==> config.mk <==
export PLATFORM = sky130hd
export DESIGN_NAME = hog_bus_reader
export DESIGN_NICKNAME = d
export VERILOG_FILES = /design/src/rtl/hog_bus_pkg.sv /design/src/rtl/hog_bus_reader.sv
export SDC_FILE = /design/constraint.sdc
export NUM_CORES = 1
export LEC_CHECK = 0
export ABC_AREA = 1
export BUFFER_PORTS_ARGS = -buffer_cell sky130_fd_sc_hd__buf_4
export CORE_AREA = 2 2 167 169
export DETAILED_ROUTE_END_ITERATION = 7
export DIE_AREA = 0 0 169 171
export SLEW_MARGIN = 20
export SYNTH_ARGS = -nofsm -noshare
export SYNTH_HDL_FRONTEND = slang
export SYNTH_SLANG_ARGS = --single-unit
==> constraint.sdc <==
create_clock -name clk -period 11.35 [get_ports clk]
set_clock_uncertainty 0.2 [all_clocks]
set_input_delay 2.27 -clock clk [delete_from_list [all_inputs] [get_ports clk]]
set_output_delay 2.27 -clock clk [all_outputs]
set_load 0.005 [all_outputs]
==> src/rtl/hog_bus_pkg.sv <==
// hog_bus_pkg: reader state encoding and descriptor meta layout,
// shared between the HOG bus reader and its responder.
package hog_bus_pkg;

   typedef enum logic [2:0] {
      S_IDLE,
      S_RD_REQ,
      S_PUSH,
      S_CLR_REQ,
      S_CLR_GAP,
      S_ERR
   } state_t;

   localparam int META_W     = 3;
   localparam int META_VALID = 0;
   localparam int META_SOP   = 1;
   localparam int META_EOP   = 2;

endpackage

==> src/rtl/hog_bus_reader.sv <==
// hog_bus_reader: drains the HOG descriptor FIFO over ext_bus on irq,
// streams descriptors out, then clears the responder irq.
module hog_bus_reader
   import hog_bus_pkg::*;
#(
   parameter int ADDR_WIDTH   = 5,
   parameter int BUS_WIDTH    = 128,
   parameter int DATA_ADDR    = 0,
   parameter int IRQ_CLR_ADDR = 1,
   parameter int TIMEOUT      = 255
) (
   input  logic                    clk,
   input  logic                    rst,
   input  logic                    enable,
   input  logic                    irq,
   output logic [ADDR_WIDTH-1:0]   addr,
   output logic                    bus_enable,
   output logic                    r_wbar,
   output logic [BUS_WIDTH/8-1:0]  byte_enable,
   output logic [BUS_WIDTH-1:0]    write_data,
   input  logic                    ack,
   input  logic [BUS_WIDTH-1:0]    read_data,
   output logic [BUS_WIDTH-4:0]    out_data,
   output logic                    out_sop,
   output logic                    out_eop,
   output logic                    out_valid,
   input  logic                    out_ready,
   output logic [15:0]             words_read,
   output logic                    timeout_err
);

   localparam int PAY_W = BUS_WIDTH - META_W;
   localparam logic [15:0] TO_LAST = 16'(TIMEOUT - 1);

   state_t state, state_nx;

   logic [15:0]       to_cnt;
   logic [META_W-1:0] meta;
   logic              req_st;
   logic              ack_ok;
   logic              timed_out;
   logic              bus_en_d;

   assign meta   = read_data[BUS_WIDTH-1 -: META_W];
   assign req_st = (state == S_RD_REQ) || (state == S_CLR_REQ);

   // An ack only counts while a request is actually on the bus.
   assign ack_ok    = ack && bus_enable && req_st;
   assign timed_out = bus_enable && req_st && !ack
                      && (to_cnt == TO_LAST);

   always_ff @(posedge clk or posedge rst) begin
      if (rst) state <= S_IDLE;
      else     state <= state_nx;
   end

   always_comb begin
      state_nx = state;
      unique case (state)
         S_IDLE:
            if (enable && irq) state_nx = S_RD_REQ;
         S_RD_REQ:
            if (ack_ok)
               state_nx = meta[META_VALID] ? S_PUSH : S_CLR_REQ;
            else if (timed_out)
               state_nx = S_ERR;
         S_PUSH:
            if (out_ready) state_nx = S_RD_REQ;
         S_CLR_REQ:
            if (ack_ok)         state_nx = S_CLR_GAP;
            else if (timed_out) state_nx = S_ERR;
         S_CLR_GAP:
            state_nx = S_IDLE;
         S_ERR:
            if (!enable) state_nx = S_IDLE;
         default:
            state_nx = S_IDLE;
      endcase
   end

   // Request drops for the cycle after any ack, forcing a bus idle gap.
   always_comb begin
      bus_en_d = 1'b0;
      if ((state_nx == S_RD_REQ || state_nx == S_CLR_REQ) && !ack_ok)
         bus_en_d = 1'b1;
   end

   assign out_valid   = (state == S_PUSH);
   assign byte_enable = '1;

   always_ff @(posedge clk or posedge rst) begin
      if (rst) begin
         bus_enable  <= 1'b0;
         r_wbar      <= 1'b1;
         addr        <= '0;
         write_data  <= '0;
         to_cnt      <= '0;
         out_data    <= '0;
         out_sop     <= 1'b0;
         out_eop     <= 1'b0;
         words_read  <= '0;
         timeout_err <= 1'b0;
      end else begin
         bus_enable <= bus_en_d;

         if (state_nx == S_RD_REQ) begin
            addr       <= ADDR_WIDTH'(DATA_ADDR);
            r_wbar     <= 1'b1;
            write_data <= '0;
         end else if (state_nx == S_CLR_REQ) begin
            addr       <= ADDR_WIDTH'(IRQ_CLR_ADDR);
            r_wbar     <= 1'b0;
            write_data <= BUS_WIDTH'(1);
         end

         if (bus_enable && req_st && !ack_ok) to_cnt <= to_cnt + 16'd1;
         else                                 to_cnt <= '0;

         if (state == S_RD_REQ && ack_ok) begin
            out_data <= read_data[PAY_W-1:0];
            out_sop  <= meta[META_SOP];
            out_eop  <= meta[META_EOP];
         end

         if (out_valid && out_ready) words_read <= words_read + 16'd1;

         if (timed_out) timeout_err <= 1'b1;
      end
   end

endmodule

==> results of run 1 <==
-- final timing paths --
kind                            slack (ns)                    start                   endpoint  cells after the start
worst max register to register        8.23       state[0]$_DFF_PP0_   out_data[19]$_DFFE_PP0P_                      5
worst min-delay path                  0.28  timeout_err$_DFFE_PP0P_    timeout_err$_DFFE_PP0P_                      2
min in group asynchronous             1.81                      rst  out_data[105]$_DFFE_PP0P_                      2
worst min register to register        0.28  timeout_err$_DFFE_PP0P_    timeout_err$_DFFE_PP0P_                      2
worst max-delay path                  6.85                      ack   out_data[19]$_DFFE_PP0P_                      6
max in group asynchronous             7.90                      rst   out_data[14]$_DFFE_PP0P_                      3
-- through the flow --
| stage | setup slack (ns) | utilization, % | cells | power, mW |
|---|---|---|---|---|
| 2_1_floorplan | 4.39 | - | 803 | 1.55 |
| 3_3_place_gp | 6.44 | 37.2 | 1269 | 1.99 |
| 3_5_place_dp | 6.44 | 37.2 | 1269 | 2.01 |
| 4_1_cts | 6.90 | 39.3 | 1301 | 2.62 |
| 5_1_grt | 6.74 | 39.4 | 1301 | 2.73 |
| 6_report | 6.85 | 39.4 | 1301 | 2.58 |
-- logic make-up after synthesis --
kind of cell | count (synthesis) | synth area share, %
AO/OA/AOI/OAI | 23 | 1.47
XOR/XNOR | 15 | 1.56
adder cells (fa/ha/maj) | 3 | 0.446
buffers and inverters | 195 | 17.8
flip-flops | 166 | 49.4
multiplexers | 127 | 22.3
other | 2 | 0.0893
AND/OR/NAND/NOR | 127 | 6.90
-- placed cells by master, fill, tap and decap left out, types with 7 or more instances in the layout --
cell type | synthesis | final
nor2_1 | 34 | 34
mux2_4 | 120 | 120
nand2_1 | 52 | 52
nand4_1 | 9 | 9
dfrtp_1 | 165 | 165
nand3_1 | 18 | 18
xor2_1 | 10 | 10
nor3_1 | 8 | 8
conb_1 | 2 | 147
buf_4 | 148 | 284
o21ai_0 | 10 | 10
clkbuf_16 | 0 | 17
inv_1 | 29 | 28
a21oi_1 | 9 | 9
mux2_2 | 7 | 7
-- worst max-delay path: cells and delay by family --
| family | cells | cell delay, ns |
|---|---|---|
| buffers and inverters | 3 | 1.17 |
| AND/OR/NAND/NOR | 2 | 0.57 |
| multiplexers | 1 | 0.42 |
-- layer usage --
layer / global-route usage (%) / wire length [um] / part of all wire (%)
met1: 16.9 / 8530 / 44
met2: 21.4 / 9590 / 49
met3: 3.31 / 1270 / 6.5
met4: 3.12 / 144 / 0.74
met5: 0 / 0 / 0
-- power groups by stage --
stage          clock network [mW]  registers (mW)  logic, mW
3_3_place_gp                    0           0.996      0.997
5_1_grt                     0.630            1.03       1.07
6_report                    0.587           0.994       1.00
2_1_floorplan                   0           0.995      0.558
4_1_cts                     0.608           0.994       1.01
3_5_place_dp                    0            1.00       1.01
-- state kept, by name, indices dropped and copies added (netlist names) --
| signal | flops |
|---|---|
| bus_enable | 1 |
| out_sop | 1 |
| words_read | 16 |
| state | 3 |
| out_data | 125 |
| write_data | 1 |
| r_wbar | 1 |
| out_eop | 1 |
| timeout_err | 1 |
| to_cnt | 16 |
-- layout make-up --
| class | instances | area share, % |
|---|---|---|
| inverters | 30 | 1.09 |
| clock buffers | 18 | 4.08 |
| repair buffers | 285 | 19.9 |
| well taps | 346 | 4.03 |
| flip-flops and latches | 166 | 38.6 |
| clock inverters | 14 | 1.40 |
| multi-input cells | 442 | 30.8 |
==> impl_metrics.env, run 1 <==
export IMPL_status="finished clean"
export IMPL_leakagePower_nw=5.83
export IMPL_synthFlopType="dfrtp_1"
export IMPL_syn_to_final_growth_pct=27.8
export IMPL_die_x_um=169
export IMPL_drv_cap=0
export IMPL_first_iter_violations=290
export IMPL_clock_latency_ns=0.42
export IMPL_hold_buffers=0
export IMPL_vias=5213
export IMPL_synth_edff_count=0
export IMPL_tns_ns=0
export IMPL_die_area_sq_um=28900
export IMPL_drt_first_pass_iters=4
export IMPL_path_cells="buf_4 -> inv_1 -> nor3_4 -> nand2_8 -> buf_4 -> mux2_2"
export IMPL_avgRoutedWirePerCell_um=15.0
export IMPL_finalHoldViolCount=0
export IMPL_cts_tree="built"
export IMPL_syn_area_per_cell_sq_um=12.8
export IMPL_ys_ff_latch=166
export IMPL_cts_buffers=17
export IMPL_drc=0
export IMPL_max_stage_delay_ns=0.97
export IMPL_cts_clk_slew_worst_paths_ns=0.07
export IMPL_yosys_area_top_type="dfrtp_1"
export IMPL_netlist_top_cells_area="dfrtp_1 49%, mux2_4 21%, buf_4 13%, buf_12 2.6%, nand2_1 2.3%"
export IMPL_cts_root_buf="clkbuf_16"
export IMPL_drt_wl_total_um=19500
export IMPL_core_sq_um=27300
export IMPL_fillCellCount=2652
export IMPL_postRouteAntennaNets=0
export IMPL_overflow=0
export IMPL_p_comb_share_pct=38.8
export IMPL_worst_path_most_repeated_cell="buf_4"
export IMPL_start_kind="input pin"
export IMPL_tightest_slew_ns=1.13
export IMPL_netlist_area_leader_share_pct=49.1
export IMPL_slew_headroom_pct=24.9
export IMPL_switching_power_uw=775
export IMPL_grt_pass1_wl_um=28900
export IMPL_cts_resized=0
export IMPL_port_buffers=282
export IMPL_crit_path_top_delay_cell="buf_4"
export IMPL_rsz0062_at_grt="no"
export IMPL_crit_fanout=66
export IMPL_fin_nets=1079
export IMPL_p_seq_share_pct=38.5
export IMPL_post_cts_buffers=0
export IMPL_fmaxAchievable_mhz=222
export IMPL_grt_use_total_pct=12.9
export IMPL_p_clk_share_pct=22.7
export IMPL_irDropWorstVdd_v=0.0000891
export IMPL_vias_per_cell=4.01
export IMPL_period_needed_ns=4.50
export IMPL_synth_warnings=0
export IMPL_final_layout_size_suffix_gt1_share_pct=47.3
export IMPL_regArea_sq_um=4160
export IMPL_clock_path_buffers=2
export IMPL_initial_core_util_pct=30.8
export IMPL_async_flop_share_pct=100
export IMPL_timing_hold_ws_ns=0.283
export IMPL_io_pins=430
export IMPL_setup_viol=0
export IMPL_htree_num_levels=4
export IMPL_finalCritPeriodShare_pct=39.6
export IMPL_powerDensity_nw_per_um2=240
export IMPL_dpl_cell_area_sq_um=10200
export IMPL_internal_power_mw=1.81
export IMPL_multiInputGateArea_sq_um=3310
export IMPL_worstPathArrival_ns=4.61
export IMPL_die_y_um=171
export IMPL_place_congestion=0.738
export IMPL_dp_hpwl_um=14300
export IMPL_final_max_slew_violation_count=0
export IMPL_rows=61
export IMPL_syn_cell_area_sq_um=8410
export IMPL_grt_start_max_net_pins=91
export IMPL_synth_cells=658
export IMPL_antenna_cells=0
export IMPL_synth_seq_area_share_pct=49.4
export IMPL_switching_share_pct=30.0
export IMPL_cp_end_kind="flop"
export IMPL_grt_antenna_before_repair=0
export IMPL_ys_types=32
export IMPL_grt_pass1_vias=4989
export IMPL_yosys_top_cells_count="165 x dfrtp_1, 148 x buf_4, 120 x mux2_4"
export IMPL_hold_class="reg2reg"
export IMPL_design_area_sq_um=10800
export IMPL_synth_most_common_cell="dfrtp_1"
export IMPL_cts_sinks=166
export IMPL_cp_required_ns=11.46
export IMPL_critPathKind="in2reg"
No activity file was read; power rests on OpenSTA's default activity.
==> run 2, diff against run 1 <==
--- a/config.mk
+++ b/config.mk
@@ -7,9 +7,9 @@
 export LEC_CHECK = 0
 export ABC_AREA = 1
 export BUFFER_PORTS_ARGS = -buffer_cell sky130_fd_sc_hd__buf_4
-export CORE_AREA = 2 2 167 169
+export CORE_AREA = 2 2 168 170
 export DETAILED_ROUTE_END_ITERATION = 7
-export DIE_AREA = 0 0 169 171
+export DIE_AREA = 0 0 170 172
 export SLEW_MARGIN = 20
 export SYNTH_ARGS = -nofsm -noshare
 export SYNTH_HDL_FRONTEND = slang
==> constraint.sdc (replaced) <==
create_clock -name clk -period 3.6 [get_ports clk]
set_clock_uncertainty 0.2 [all_clocks]
set_input_delay 0.72 -clock clk [delete_from_list [all_inputs] [get_ports clk]]
set_output_delay 0.72 -clock clk [all_outputs]
set_load 0.005 [all_outputs]
==> impl_metrics.env, run 2 (same netlist as run 1, synthesis figures left out) <==
export IMPL_status="finished clean"
export IMPL_fin_nets=1081
export IMPL_drt_wl_total_um=19400
export IMPL_design_area_sq_um=10800
export IMPL_cts_buffers=17
export IMPL_final_cells=1303
export IMPL_die_area_sq_um=29200
export IMPL_worstPathArrival_ns=2.48
export IMPL_timing_final_ws_setup_ns=1.23
export IMPL_cp_top_family="simple AND/OR/NAND/NOR gates"
export IMPL_irDropWorstVdd_v=0.000268
export IMPL_timing_hold_ws_ns=0.188
export IMPL_dpl_cell_area_sq_um=10200
export IMPL_drc=0
export IMPL_pre_cts_ws_ns=0.874
export IMPL_cts_tree="built"
export IMPL_dp_hpwl_um=14500
export IMPL_port_buffers=282
export IMPL_total_power_mw=8.08
export IMPL_die_x_um=170
export IMPL_cp_required_ns=3.71
export IMPL_clock_latency_ns=0.42
export IMPL_placed_cells=1271
export IMPL_final_layout_size_suffix_gt1_share_pct=47.3
export IMPL_period_needed_ns=2.37
export IMPL_drt_first_pass_iters=6
export IMPL_avgRoutedWirePerCell_um=14.9
export IMPL_setup_viol=0
export IMPL_place_congestion=0.765
export IMPL_hold_buffers=0
export IMPL_top_register="out_data"
export IMPL_cts_resized=0
export IMPL_core_sq_um=27500
export IMPL_critical_path_buf_inv_count=1
export IMPL_postRouteAntennaNets=0
export IMPL_start_kind="flop"
export IMPL_cp_end_kind="flop"
export IMPL_path_cells="nor3_4 -> nand2_8 -> buf_12 -> mux2_4"
export IMPL_reg2reg_from="state[2]$_DFF_PP0_"
export IMPL_drv_cap=0
export IMPL_io_pins=430
export IMPL_mostFrequentLayoutCell="buf_4"
export IMPL_antenna_cells=0
export IMPL_post_cts_buffers=0
export IMPL_finalHoldViolCount=0
export IMPL_grt_antenna_before_repair=0
export IMPL_slew_headroom_pct=54.4
export IMPL_die_y_um=172
export IMPL_rsz0062_at_grt="no"
export IMPL_largest_reg_flops=125
export IMPL_fmaxAchievable_mhz=422
export IMPL_tns_ns=0
export IMPL_vias=5233
export IMPL_final_max_slew_violation_count=0
export IMPL_hold_class="in2async"
export IMPL_crit_fanout=65
export IMPL_cts_clk_slew_worst_paths_ns=0.08
export IMPL_largest_registers="out_data: 125 flops, to_cnt: 16 flops, words_read: 16 flops"
export IMPL_grt_pass1_vias=4774
export IMPL_vias_per_cell=4.02
export IMPL_cts_root_buf="clkbuf_16"
export IMPL_grt_pass1_wl_um=28000
export IMPL_max_stage_delay_ns=0.49
export IMPL_leakagePower_nw=5.85
export IMPL_overflow=0
export IMPL_rows=61
export IMPL_cts_sinks=166
export IMPL_grt_use_total_pct=12.4
export IMPL_critPathKind="reg2reg"
export IMPL_powerDensity_nw_per_um2=749
export IMPL_syn_to_final_growth_pct=28.3
export IMPL_htree_num_levels=4
export IMPL_tightest_slew_ns=0.683
export IMPL_final_cell_mix="284 x buf_4, 165 x dfrtp_1, 147 x conb_1"
export IMPL_grt_start_max_net_pins=71
export IMPL_crit_path_top_delay_cell="dfrtp_1"
export IMPL_initial_core_util_pct=30.6
export IMPL_final_core_util_pct=39.3
export IMPL_timing_rr_end="out_data[104]$_DFFE_PP0P_"
export IMPL_r2r_slack_ns=1.23
export IMPL_cp_depth=4
export IMPL_clock_path_buffers=2
export IMPL_finalCritPeriodShare_pct=65.9
export IMPL_rr_worst_depth=4
export IMPL_first_iter_violations=223
## run 2: where the power goes
part	internal [mW]	total [mW]	switching, mW
Sequential	2.64	3.15	0.505
Clock	0.934	1.83	0.893
Combinational	2.10	3.11	1.01
## run 2: how the worst max path moves through the flow
| stage | end | slack [ns] | from |
|---|---|---|---|
| 2_1_floorplan | bus_enable$_DFF_PP0_ | 0.57 | rst |
| 3_3_place_gp | out_data[68]$_DFFE_PP0P_ | 0.90 | ack |
| 3_5_place_dp | out_data[60]$_DFFE_PP0P_ | 0.87 | ack |
| 4_1_cts | out_data[60]$_DFFE_PP0P_ | 1.19 | state[2]$_DFF_PP0_ |
| 5_1_grt | out_data[69]$_DFFE_PP0P_ | 1.09 | state[2]$_DFF_PP0_ |
| 6_report | out_data[104]$_DFFE_PP0P_ | 1.23 | state[2]$_DFF_PP0_ |
## run 2: final cells by class
type | count | area, sq um
Tap cell | 346 | 433
Inverter | 30 | 116
Fill cell | 2646 | 16700
Clock buffer | 18 | 429
Timing Repair Buffer | 287 | 2190
Multi-Input combinational cell | 442 | 3310
Clock inverter | 14 | 153
Sequential cell | 166 | 4160
## run 2: metal layers
| layer | track usage, % | share of wire (%) | vias to the layer above |
|---|---|---|---|
| met5 | 0 | 0 | - |
| met4 | 3.57 | 0.82 | 0 |
| met3 | 3.87 | 8.1 | 13 |
| met2 | 20.1 | 49 | 222 |
| met1 | 16.1 | 42 | 2538 |
| li1 | - | - | 2460 |
==> run 3, diff against run 2 <==
==> constraint.sdc (replaced) <==
create_clock -name clk -period 2.1 [get_ports clk]
set_clock_uncertainty 0.2 [all_clocks]
set_input_delay 0.42 -clock clk [delete_from_list [all_inputs] [get_ports clk]]
set_output_delay 0.42 -clock clk [all_outputs]
set_load 0.005 [all_outputs]
==> impl_metrics.env, run 3 (same netlist as run 1, synthesis figures left out) <==
export IMPL_top_register="out_data"
export IMPL_fillCellCount=2651
export IMPL_worstPathArrival_ns=1.38
export IMPL_grt_pass1_vias=4932
export IMPL_vias=5352
export IMPL_die_y_um=172
export IMPL_p_comb_share_pct=39.4
export IMPL_wl_met1_um=8150
export IMPL_drt_first_pass_iters=4
export IMPL_place_congestion=0.753
export IMPL_fin_nets=1120
export IMPL_crit_fanout=8
export IMPL_post_cts_buffers=0
export IMPL_status="finished clean"
export IMPL_grt_antenna_before_repair=0
export IMPL_route_met3_wl_um=1680
export IMPL_finalCritPeriodShare_pct=95.2
export IMPL_setup_viol=0
export IMPL_irDropWorstVdd_v=0.000513
export IMPL_timing_rr_end="out_data[56]$_DFFE_PP0P_"
export IMPL_die_area_sq_um=29200
export IMPL_clock_latency_ns=0.42
export IMPL_min_delay_start="read_data[30]"
export IMPL_die_x_um=170
export IMPL_design_area_sq_um=11200
export IMPL_cts_buffers=17
export IMPL_reg2reg_from="state[0]$_DFF_PP0_"
export IMPL_hold_class="in2reg"
export IMPL_htree_num_levels=4
export IMPL_largest_registers="out_data: 125 flops, to_cnt: 16 flops, words_read: 16 flops"
export IMPL_dp_hpwl_um=14800
export IMPL_p_seq_share_pct=38.2
export IMPL_postRouteAntennaNets=0
export IMPL_whs_endpoint="out_data[30]$_DFFE_PP0P_"
export IMPL_final_layout_size_suffix_gt1_share_pct=46.5
export IMPL_syn_to_final_growth_pct=33.1
export IMPL_leakagePower_nw=6.03
export IMPL_final_cells=1342
export IMPL_cts_root_buf="clkbuf_16"
export IMPL_critPathKind="reg2out"
export IMPL_mostFrequentLayoutCell="buf_4"
export IMPL_drc=0
export IMPL_overflow=0
export IMPL_avgRoutedWirePerCell_um=14.8
export IMPL_period_needed_ns=2.00
export IMPL_cp_required_ns=1.48
export IMPL_internal_power_mw=9.84
export IMPL_port_buffers=282
export IMPL_grt_pass1_wl_um=28100
export IMPL_cp_end_kind="primary output"
export IMPL_grt_start_max_net_pins=63
export IMPL_io_pins=430
export IMPL_core_sq_um=27500
export IMPL_topRoutingLayerUsed="met4"
export IMPL_fmaxAchievable_mhz=500
export IMPL_dpl_cell_area_sq_um=10300
export IMPL_initial_core_util_pct=30.6
export IMPL_largest_reg_flops=125
export IMPL_grt_use_total_pct=12.5
export IMPL_antenna_cells=0
export IMPL_clock_path_buffers=2
export IMPL_switching_power_mw=4.16
export IMPL_p_clk_share_pct=22.5
export IMPL_powerDensity_nw_per_um2=1250
export IMPL_cts_tree="built"
export IMPL_hold_path_cell_count=2
export IMPL_wl_met2_um=9820
export IMPL_cts_sinks=166
export IMPL_final_cell_mix="289 x buf_4, 165 x dfrtp_1, 147 x conb_1"
export IMPL_final_max_slew_violation_count=0
export IMPL_vias_per_cell=3.99
export IMPL_placed_cells=1279
export IMPL_finalHoldViolCount=0
export IMPL_r2r_slack_ns=0.18
export IMPL_rsz0062_at_grt="no"
export IMPL_start_kind="flop"
export IMPL_rows=61
export IMPL_drv_cap=0
export IMPL_rr_worst_depth=5
export IMPL_cts_clk_slew_worst_paths_ns=0.08
export IMPL_switching_share_pct=29.7
export IMPL_drt_wl_total_um=19800
export IMPL_first_iter_violations=259
[run 3: changes by cell type in the layout (fill, tap and decap cells not counted)]
cell | before | now
dlygate4sd3_1 | 0 | 31
buf_12 | 3 | 5
clkinvlp_4 | 1 | 2
clkbuf_8 | 0 | 1
clkbuf_1 | 1 | 0
buf_6 | 0 | 1
nor2_1 | 34 | 33
clkinv_4 | 4 | 3
buf_4 | 284 | 289
nor2_2 | 1 | 2
[run 3: layout make-up]
class | instances | area, sq um | share of cell area [%]
Tap cell | 346 | 433 | 3.86
Multi-Input combinational cell | 442 | 3320 | 29.6
Inverter | 30 | 116 | 1.04
Clock buffer | 18 | 439 | 3.92
Sequential cell | 166 | 4160 | 37.1
Timing Repair Buffer | 326 | 2590 | 23.1
Clock inverter | 14 | 151 | 1.35
[run 3: metrics by stage]
step / setup TNS (ns) / power [mW] / util [%] / hold slack [ns] / setup slack [ns]
6_report: 0 / 14.0 / 40.8 / 0.0254 / 0.101
5_1_grt: 0 / 14.8 / 40.8 / 0.000737 / 0.00923
4_1_cts: 0 / 14.2 / 40.6 / 0.0000967 / 0.0654
3_5_place_dp: 0 / 10.9 / 37.5 / 0.259 / 0.0965
3_3_place_gp: 0 / 10.8 / 37.5 / 0.256 / 0.124
2_1_floorplan: -104.39 / 8.40 / - / 0.254 / -0.632
[run 3: critical path: stages (launching register included)]
cell     delay [ns]
dfrtp_1        0.53
inv_2          0.10
nand3_1        0.13
inv_1          0.05
buf_4          0.14
[run 3: power by group through the flow]
stage | Clock, mW | Sequential, mW | Combinational (mW)
2_1_floorplan | 0 | 5.38 | 3.02
3_3_place_gp | 0 | 5.36 | 5.46
3_5_place_dp | 0 | 5.41 | 5.49
4_1_cts | 3.26 | 5.36 | 5.57
5_1_grt | 3.40 | 5.52 | 5.92
6_report | 3.14 | 5.34 | 5.51
[run 3: worst max path at each step]
stage,from,cells after the start,slack [ns],end
detailed placement,state[0]$_DFF_PP0_,5,0.1,out_data[88]$_DFFE_PP0P_
global route,state[2]$_DFF_PP0_,4,0.009,out_valid
CTS,state[2]$_DFF_PP0_,4,0.07,out_valid
global placement,ack,6,0.12,out_data[63]$_DFFE_PP0P_
floorplan,rst,1,-0.63,bus_enable$_DFF_PP0_
finish,state[2]$_DFF_PP0_,4,0.10,out_valid
[run 3: per-layer routing]
layer  GRT usage (%)  vias to the layer above
met5               0                        -
met4            2.53                        0
met3            4.39                       11
met2            21.3                      220
met1            15.4                     2597
li1                -                     2524
[run 3: repair_timing]
action,CTS,global route
endpoints found under the hold margin,190,5
hold buffers,26,5
gates resized for setup,0,2
endpoints found under the setup margin,0,32
